## config.mk

```make
export PLATFORM = sky130hd
export DESIGN_NAME = full_adder_bist
export DESIGN_NICKNAME = d
export VERILOG_FILES = /design/src/rtl/full_adder_bist.sv
export SDC_FILE = /design/constraint.sdc
export NUM_CORES = 1
export LEC_CHECK = 0
export CORE_ASPECT_RATIO = 0.5
export CORE_MARGIN = 2
export CORE_UTILIZATION = 30
export DETAILED_ROUTE_END_ITERATION = 10
export PLACE_DENSITY = 0.59
export SLEW_MARGIN = 20
export SYNTH_ARGS = -nofsm -noshare
export SYNTH_HDL_FRONTEND = slang
export SYNTH_SLANG_ARGS = --single-unit
```

## constraint.sdc

```tcl
create_clock -name clk -period 5.1 [get_ports clk]
set_input_delay 1.02 -clock clk [delete_from_list [all_inputs] [get_ports clk]]
set_output_delay 1.02 -clock clk [all_outputs]
set_load 0.02 [all_outputs]
```

## src/rtl/full_adder_bist.sv

```systemverilog
// Stimulus/response BIST engine for a 1-bit full adder.
// Sweeps all {a,b,cin} vectors, compares sum/cout against golden, counts mismatches.
module full_adder_bist #(
   parameter int SETTLE_CYCLES = 2,
   parameter int PASSES        = 1,
   parameter int ERR_W         = 4
) (
   input  logic             clk,
   input  logic             rst_n,
   input  logic             start,
   output logic             a_o,
   output logic             b_o,
   output logic             cin_o,
   input  logic             sum_i,
   input  logic             cout_i,
   output logic             busy,
   output logic             done,
   output logic             pass,
   output logic [ERR_W-1:0] err_count,
   output logic             first_fail_valid,
   output logic [2:0]       first_fail_vec
);

   localparam int CW = (SETTLE_CYCLES > 1) ? $clog2(SETTLE_CYCLES) : 1;
   localparam int PW = (PASSES > 1) ? $clog2(PASSES) : 1;

   typedef enum logic [2:0] {
      IDLE,
      DRIVE,
      SETTLE,
      SAMPLE,
      DONE
   } state_t;

   state_t           state, state_nxt;
   logic [2:0]       vec, vec_nxt;
   logic [PW-1:0]    pidx, pidx_nxt;
   logic [CW-1:0]    cnt, cnt_nxt;
   logic [ERR_W-1:0] err_nxt;
   logic             ffv_nxt;
   logic [2:0]       ffvec_nxt;
   logic [2:0]       drv, drv_nxt;
   logic             exp_sum, exp_cout, mism;

   assign exp_sum  = ^vec;
   assign exp_cout = (vec[2] & vec[1]) | (vec[2] & vec[0]) | (vec[1] & vec[0]);
   assign mism     = (sum_i != exp_sum) | (cout_i != exp_cout);

   assign {a_o, b_o, cin_o} = drv;

   always_comb begin
      state_nxt = state;
      vec_nxt   = vec;
      pidx_nxt  = pidx;
      cnt_nxt   = cnt;
      err_nxt   = err_count;
      ffv_nxt   = first_fail_valid;
      ffvec_nxt = first_fail_vec;
      drv_nxt   = drv;
      unique case (state)
         IDLE, DONE: begin
            if (start) begin
               err_nxt   = '0;
               ffv_nxt   = 1'b0;
               ffvec_nxt = 3'd0;
               vec_nxt   = 3'd0;
               pidx_nxt  = '0;
               state_nxt = DRIVE;
            end
         end
         DRIVE: begin
            drv_nxt   = vec;
            cnt_nxt   = CW'(SETTLE_CYCLES - 1);
            state_nxt = SETTLE;
         end
         SETTLE: begin
            if (cnt == '0) state_nxt = SAMPLE;
            else cnt_nxt = cnt - CW'(1);
         end
         SAMPLE: begin
            if (mism) begin
               if (err_count != '1) err_nxt = err_count + ERR_W'(1);
               if (!first_fail_valid) begin
                  ffv_nxt   = 1'b1;
                  ffvec_nxt = vec;
               end
            end
            if (vec == 3'd7 && pidx == PW'(PASSES - 1)) begin
               state_nxt = DONE;
            end else begin
               vec_nxt = vec + 3'd1;
               if (vec == 3'd7) pidx_nxt = pidx + PW'(1);
               state_nxt = DRIVE;
            end
         end
         default: state_nxt = IDLE;
      endcase
   end

   // Status flags are registered from the next-state so they align with state.
   always_ff @(posedge clk) begin
      if (!rst_n) begin
         state            <= IDLE;
         vec              <= 3'd0;
         pidx             <= '0;
         cnt              <= '0;
         err_count        <= '0;
         first_fail_valid <= 1'b0;
         first_fail_vec   <= 3'd0;
         drv              <= 3'd0;
         busy             <= 1'b0;
         done             <= 1'b0;
         pass             <= 1'b0;
      end else begin
         state            <= state_nxt;
         vec              <= vec_nxt;
         pidx             <= pidx_nxt;
         cnt              <= cnt_nxt;
         err_count        <= err_nxt;
         first_fail_valid <= ffv_nxt;
         first_fail_vec   <= ffvec_nxt;
         drv              <= drv_nxt;
         busy             <= (state_nxt == DRIVE) || (state_nxt == SETTLE) ||
                             (state_nxt == SAMPLE);
         done             <= (state_nxt == DONE);
         pass             <= (state_nxt == DONE) && (err_nxt == '0);
      end
   end

endmodule

```

Word level (Yosys, flattened, before mapping) --
Cells that the tools add are included.
Cells by class: add/sub/neg operators 4, equal/unequal tests 17, multiplexer cells 22, bitwise logic cells 7, reductions and logical operators 14
Operators by type and width (number):
- 3-bit two-way mux | 7
- 3-bit by 2-bit == test with 1-bit output, second input constant | 4
- 4-bit two-way mux | 3
- 3-bit one-hot mux with 2 select lines | 2
- 3-bit one-hot mux with 4 select lines | 1
- 2-bit inequality test, second input constant | 5
- 3-bit == test, second input constant | 3
- 4-bit one-hot mux with 2 select lines | 1
- 4-bit AND reduction | 2
- 3-bit by 1-bit == test with 1-bit output, second input constant | 2
- 1-bit one-hot mux with 2 select lines | 3
- 3-bit AND reduction | 2
- 1-bit two-way mux | 5
- 4-bit by 1-bit adder with 4-bit output, second input constant | 1
- 4-bit logical NOT | 1
- 4-bit inequality test, second input constant | 1
- 2-bit nonzero test | 2
- 3-bit by 1-bit adder with 3-bit output, second input constant | 1
- 1-bit AND | 3
- 3-bit logical NOT | 1
- 1-bit OR | 3
- 3-bit XOR reduction | 1
- 1-bit logical AND | 2
- 1-bit logical OR | 2
- 5 further kinds | 6
Storage, ports and cells: register bits after elaboration 22, word-level logic and storage cells 75

Depth between registers and ports, before layout --
Gate-level depths: netlist of run 1.
word-level depth 9, depth in mapped cells 6, depth with buffers taken out 6

Worst setup path after synthesis of run 1 --
Ideal clock, no wire load.
path kind input to register, start point in sum_i, end point reg pass, setup time 87 ps, arrival time 1934 ps, data required time 5013 ps, setup slack 3079 ps, stages on the path 4, path buffers 0, cell sequence xor2_1 > a2111o_1 > o211a_1 > nor4b_2
On the way: word-level cells in the longest chain between the ends 6
RTL lines:
- from (decl) | RTL line 14 | input logic sum_i,
- 1-bit inequality test | RTL line 47 | assign mism = (sum_i != exp_sum) | (cout_i != exp_cout);
- 1-bit OR | RTL line 47
- 4-bit two-way mux | RTL line 81 | if (mism) begin
- 4-bit one-hot mux with 2 select lines | RTL line 60 | unique case (state)
- 4-bit logical NOT | RTL line 126 | pass <= (state_nxt == DONE) && (err_nxt == '0);
- 1-bit logical AND | RTL line 126
- to (signal assigned) | RTL line 126
- to (decl) | RTL line 18 | output logic pass,
Every way passes these cells. A chain may end at the register's enable or synchronous reset.

Worst setup path after layout of run 1 --
start point reg err_count[0], end point out err_count[0]
RTL lines:
- from (decl) | RTL line 19 | output logic [ERR_W-1:0] err_count,
- from (signal assigned) | RTL line 119 | err_count <= err_nxt;
No word-level cell between the ends.

==> results of run 1 <==
## flip-flops by register name, summed over array words and instances, names as in the netlist
register	cells
done	1
pidx	1
pass	1
drv	3
cnt	1
err_count	4
first_fail_vec	3
busy	1
vec	3
state	3
first_fail_valid	1
## cell usage after synthesis (all sizes together) (4+ instances only)
cell type | n | area share [%]
dfxtp | 22 | 39
a21boi | 10 | 6.7
nand2 | 9 | 3.0
inv | 5 | 1.7
nand3 | 5 | 2.2
nand3b | 5 | 3.7
nor2 | 5 | 1.7
o21ai | 5 | 2.6
a211oi | 4 | 2.7
buf | 4 | 3.1
mux2i | 4 | 3.5
## worst min path at each step
stage | from | end | slack [ns]
after floorplan | pidx | pidx | 0.42
after global placement | pidx | pidx | 0.43
after detailed placement | pidx | pidx | 0.43
after CTS | pidx | pidx | 0.44
after global routing | pidx | pidx | 0.48
final | pidx | pidx | 0.44
## through the flow
stage          std cells  hold slack, ns
2_1_floorplan        120           0.419
6_report             185           0.441
4_1_cts              185           0.444
3_3_place_gp         182           0.427
5_1_grt              185           0.479
3_5_place_dp         182           0.433
## cells in the final DEF, fill, tap and decap left out, types with 2 or more instances in the layout
master and instances:
a21boi_0 10, o211ai_1 2, nor3b_1 2, clkdlybuf4s50_1 18, nor2_1 5, nand3_1 5
nand2b_1 2, o21ai_0 4, and2_2 2, xor2_1 2, nor2b_1 3, ha_1 3
nand2_1 9, xnor2_1 3, nand3b_1 4, nand4_1 3, a21oi_1 2, dfxtp_1 22
o21a_1 3, clkbuf_8 3, a211oi_1 4, inv_1 5, mux2i_1 4
## area by class of cell
type | count | area (um^2)
Tap cell | 51 | 63.8
Clock buffer | 3 | 41.3
Sequential cell | 22 | 440
Multi-Input combinational cell | 86 | 623
Fill cell | 360 | 2140
Timing Repair Buffer | 18 | 180
Inverter | 5 | 18.8
## power by group through the flow
stage	logic (mW)	registers, mW	clock network (mW)
6_report	0.0643	0.193	0.105
2_1_floorplan	0.0596	0.191	0
3_5_place_dp	0.0639	0.197	0
5_1_grt	0.0726	0.195	0.117
4_1_cts	0.0643	0.193	0.110
3_3_place_gp	0.0634	0.196	0
## logic make-up (layout without fill, tap and decap cells)
| group | Yosys count | count (layout) | synth area share, % |
|---|---|---|---|
| and+or+nand+nor | 44 | 44 | 23.9 |
| AOI/OAI and AO/OA | 29 | 29 | 18.7 |
| DFF | 22 | 22 | 39.0 |
| buffers and inverters | 12 | 26 | 5.76 |
| xor gates and xnor gates | 5 | 5 | 3.88 |
| adders and majority gates | 4 | 4 | 5.10 |
| muxes | 4 | 4 | 3.55 |
## routing by layer
layer,up-vias,routed length [um]
met5,-,0
met4,0,0
met3,0,94
met2,19,952
met1,409,1170
li1,455,-
## tightest hold or removal path, cell delays in order (launching register included)
cell     delay, ns
dfxtp_1       0.31
nand3_1       0.06
a21oi_1       0.04
==> impl_metrics.toml, run 1 <==
[sta]
fin_crit_sh_pct = 46.7
finalSetupViolCount = 0
fin_crit_ns = 2.38
maxSlewViolCount = 0
skew_ns = 0.00163
setup_tns_ns = 0
timing_hold_violations_final = 0
max_slew_margin_pct = 58.7
worstMarginPinSlew_ns = 0.618
final_critical_path_setup_slack_ns = 2.72
rsz0062_at_grt = "no"
fmax_mhz = 420

[place]
routabilityCongestion = 0.771
pre_cts_slack_ns = 2.52
placed_cell_area_um2 = 1330
port_buffers = 18
dp_hpwl_um = 1600

[critical_path]
timing.rr.end = "first_fail_vec[1]"
r2r_slack_ns = 2.90
crit_family = "buffers and inverters"
worstSetupStartpointType = "flop"
worstSetupEndpoint = "err_count[0]"
cp_cell_sequence = "clkdlybuf4s50_1"
worst_path_max_delay_cell = "clkdlybuf4s50_1"
cp-startpoint = "err_count[0]"
crit_type = "reg -> out"
endpoint_kind = "output pin"
ff2ff_path_depth = 6
cp_data_arrival_time_ns = 1.36
cp.depth = 1
slowest_delay_ns = 0.65
worstPathRequired_ns = 4.08
cp_num_buf_inv = 1
critical_path.max_fanout = 8
r2r-start = "vec[0]"

[floorplan]
die_x_um = 90.7
start_util_pct = 32.2
std_cell_rows = 15
ios = 19
coreArea_um2 = 3510
dieArea_um2 = 4300
dieHeight_um = 47.4

[logic_synthesis]
synthFlopType = "dfxtp_1"
async_flop_share_pct = 0
ys_types = 39
yosysWarnings = 0
syn_area_um2 = 1130
synth_edf_count = 0
synth.net_count = 129
syn_inst = 120
syn_area_per_cell_um2 = 9.40
seq_area_frac_synth_pct = 39.0
ys_ff_latch = 22

[hold_path]
min_path_cells = 2
hold_path.class = "reg -> reg"

[clocking]
post_cts_buffers = 0
ctsResizeCount = 0
clock-sinks = 22
cts_hold_buf = 0
htree_levels = 1
path_clk_slew_ns = 0.07
cts_made_buffers = 3
ctsRootBufferMaster = "clkbuf_8"
clk_latency_ns = 0.26
cts_tree = "done"
clk_path_buf_depth = 2

[detailed_routing]
routed_via_density = 4.77
antenna_left = 0
drc_errors = 0
drt_iter0_drc = 44
wire_per_inst_um = 12.0
detail_route.first_pass.iterations = 5
vias = 883
drt_wl_total_um = 2210

[grt]
globalRouteOverflowTotal = 0
grt_pass1_wl_um = 3640
grt_pass1_vias = 767
grt_max_degree = 22
grt.total_usage_pct = 11.2
grt_use_met3_pct = 4.01
use_met2_pct = 18.1
grt_busiest_layer = "met2"
antenna_found_initial = 0
gr-usage-met1_pct = 14.5

[power]
switching_share_pct = 27.7
combPwrFrac_pct = 17.8
leakage_nw = 0.457
ir_drop_mv = 0.0824
powerDensity_nw_per_um2 = 265
p_seq_share_pct = 53.2
finalPower_uw = 362
clkPwrFrac_pct = 29.0
power.switching_uw = 100
power.internal_uw = 262

[cells_and_area]
final_util_pct = 39.0
layout-drive-gt1-share_pct = 7.46
area_delta_synth_final_pct = 21.2
diodes = 0
nets = 145
fin_area_um2 = 1370

[flow_run]
max_cap_viol_count = 0

[status]
status = "finished, final reports clean"
Note: power is estimated with default switching activity, not from simulation.
==> run 2: changes to the inputs <==
clock period = 2.4 ns   (was 5.1 ns; I/O delays follow)
==> run 2 against run 1 <==
Cell area increased by 2.7%. Clock skew increased by 0.0010 ns. Wire length decreased by 0.54%. First-iteration DRC count unchanged. Clock power increased by 150%. Register-to-register slack got worse by 2.6 ns. Flip-flop and latch count unchanged. Non-clock buffer count increased by 3. Sequential power increased by 110%. Critical endpoint is now pass. Largest power group unchanged. Highest routed layer unchanged.
==> impl_metrics.toml, run 2 (synthesized netlist as in run 1, its figures left out) <==
[status]
status = "finished, final reports clean"

[place]
dp_hpwl_um = 1650
placed_cell_area_um2 = 1350
routabilityCongestion = 0.749
pre_cts_slack_ns = 0.264
port_buffers = 18

[power]
powerDensity_nw_per_um2 = 577
finalPower_uw = 810
ir_drop_mv = 0.155
leakage_nw = 0.480

[sta]
fin_crit_ns = 2.15
finalSetupViolCount = 0
timing_hold_violations_final = 0
fmax_mhz = 465
max_slew_margin_pct = 72.0
fin_crit_sh_pct = 89.5
skew_ns = 0.00265
rsz0062_at_grt = "no"
final_critical_path_setup_slack_ns = 0.251
maxSlewViolCount = 0
setup_tns_ns = 0
worstMarginPinSlew_ns = 0.420

[clocking]
clk_latency_ns = 0.26
clk_path_buf_depth = 2
cts_tree = "done"
cts_made_buffers = 3
ctsRootBufferMaster = "clkbuf_8"
htree_levels = 1
ctsResizeCount = 0
post_cts_buffers = 0
clock-sinks = 22
path_clk_slew_ns = 0.08
cts_hold_buf = 0

[cells_and_area]
mostFrequentLayoutCell = "dfxtp_1"
largest_register = "err_count"
nets = 148
largest_reg_flops = 4
fin_area_um2 = 1400
diodes = 0
multi_input_area_um2 = 623
final_cell_mix = "22 x dfxtp_1, 18 x clkdlybuf4s50_1, 10 x a21boi_0, 9 x nand2_1"
final-seq-area_um2 = 440
layout-drive-gt1-share_pct = 10.1
area_delta_synth_final_pct = 24.4
nFillCells = 363

[detailed_routing]
drt_wl_total_um = 2200
detail_route.first_pass.iterations = 4
vias = 920
drt_iter0_drc = 44
routed_via_density = 4.87
wire_per_inst_um = 11.6
antenna_left = 0
drc_errors = 0

[critical_path]
crit_type = "reg -> reg"
endpoint_kind = "flop"
critical_path.max_fanout = 5
cp_data_arrival_time_ns = 2.33
worstPathRequired_ns = 2.58
worstSetupStartpointType = "flop"

[floorplan]
dieHeight_um = 47.4
std_cell_rows = 15
ios = 19
die_x_um = 90.7
start_util_pct = 32.2
coreArea_um2 = 3510
dieArea_um2 = 4300

[grt]
antenna_found_initial = 0
grt_max_degree = 17
globalRouteOverflowTotal = 0
grt.total_usage_pct = 10.9
grt_pass1_vias = 798
grt_pass1_wl_um = 3600

[flow_run]
max_cap_viol_count = 0

[hold_path]
hold_path.class = "reg -> reg"
-- run 2: cell types whose count changed in the layout (fill, tap and decap cells not counted), sizes merged --
cell	previous run	this run
buf	0	3
clkbuf	3	4
-- run 2: worst paths after layout --
path | endpoint | cells past startpoint | startpoint | slack [ns]
setup / recovery | pass | 6 | vec[0] | 0.25
hold / removal | pidx | 2 | pidx | 0.44
setup reg to reg | pass | 6 | vec[0] | 0.25
hold reg to reg | pidx | 2 | pidx | 0.44
-- run 2: final cells by class --
type / instances / share of cell area, %
multi-input cells: 86 / 44.4
flip-flops and latches: 22 / 31.4
inverters: 5 / 1.34
repair buffers: 21 / 14.4
well taps: 51 / 4.55
clock buffers: 4 / 3.92
-- run 2: metrics by stage --
| stage | hold slack, ns | instances | utilization, % |
|---|---|---|---|
| after floorplan | 0.419 | 120 | - |
| after global placement | 0.425 | 185 | 38.4 |
| after detailed placement | 0.433 | 185 | 38.4 |
| after CTS | 0.445 | 189 | 40.0 |
| after global routing | 0.452 | 189 | 40.0 |
| final | 0.444 | 189 | 40.0 |
-- run 2: where the power goes --
part / switching (mW) / internal, mW
combinational: 0.0742 / 0.0642
sequential: 0.0283 / 0.382
clock: 0.115 / 0.146
total: 0.218 / 0.592
-- run 2: routing by layer --
metal / global-route usage [%] / share of wire (%) / wire (um) / up-vias
met5: 0 / 0 / 0 / -
met4: 4.31 / 0 / 0 / 0
met3: 3.53 / 5.4 / 118 / 0
met2: 17.8 / 42 / 926 / 28
met1: 14.1 / 53 / 1160 / 433
li1: - / - / - / 459
-- run 2: critical path, cell delays in order (launching register included) --
cell and delay [ns]:
dfxtp_1 0.41, inv_1 0.10, fa_1 0.54, xor2_1 0.23
a2111o_1 0.42, o211a_1 0.15, nor4b_2 0.22
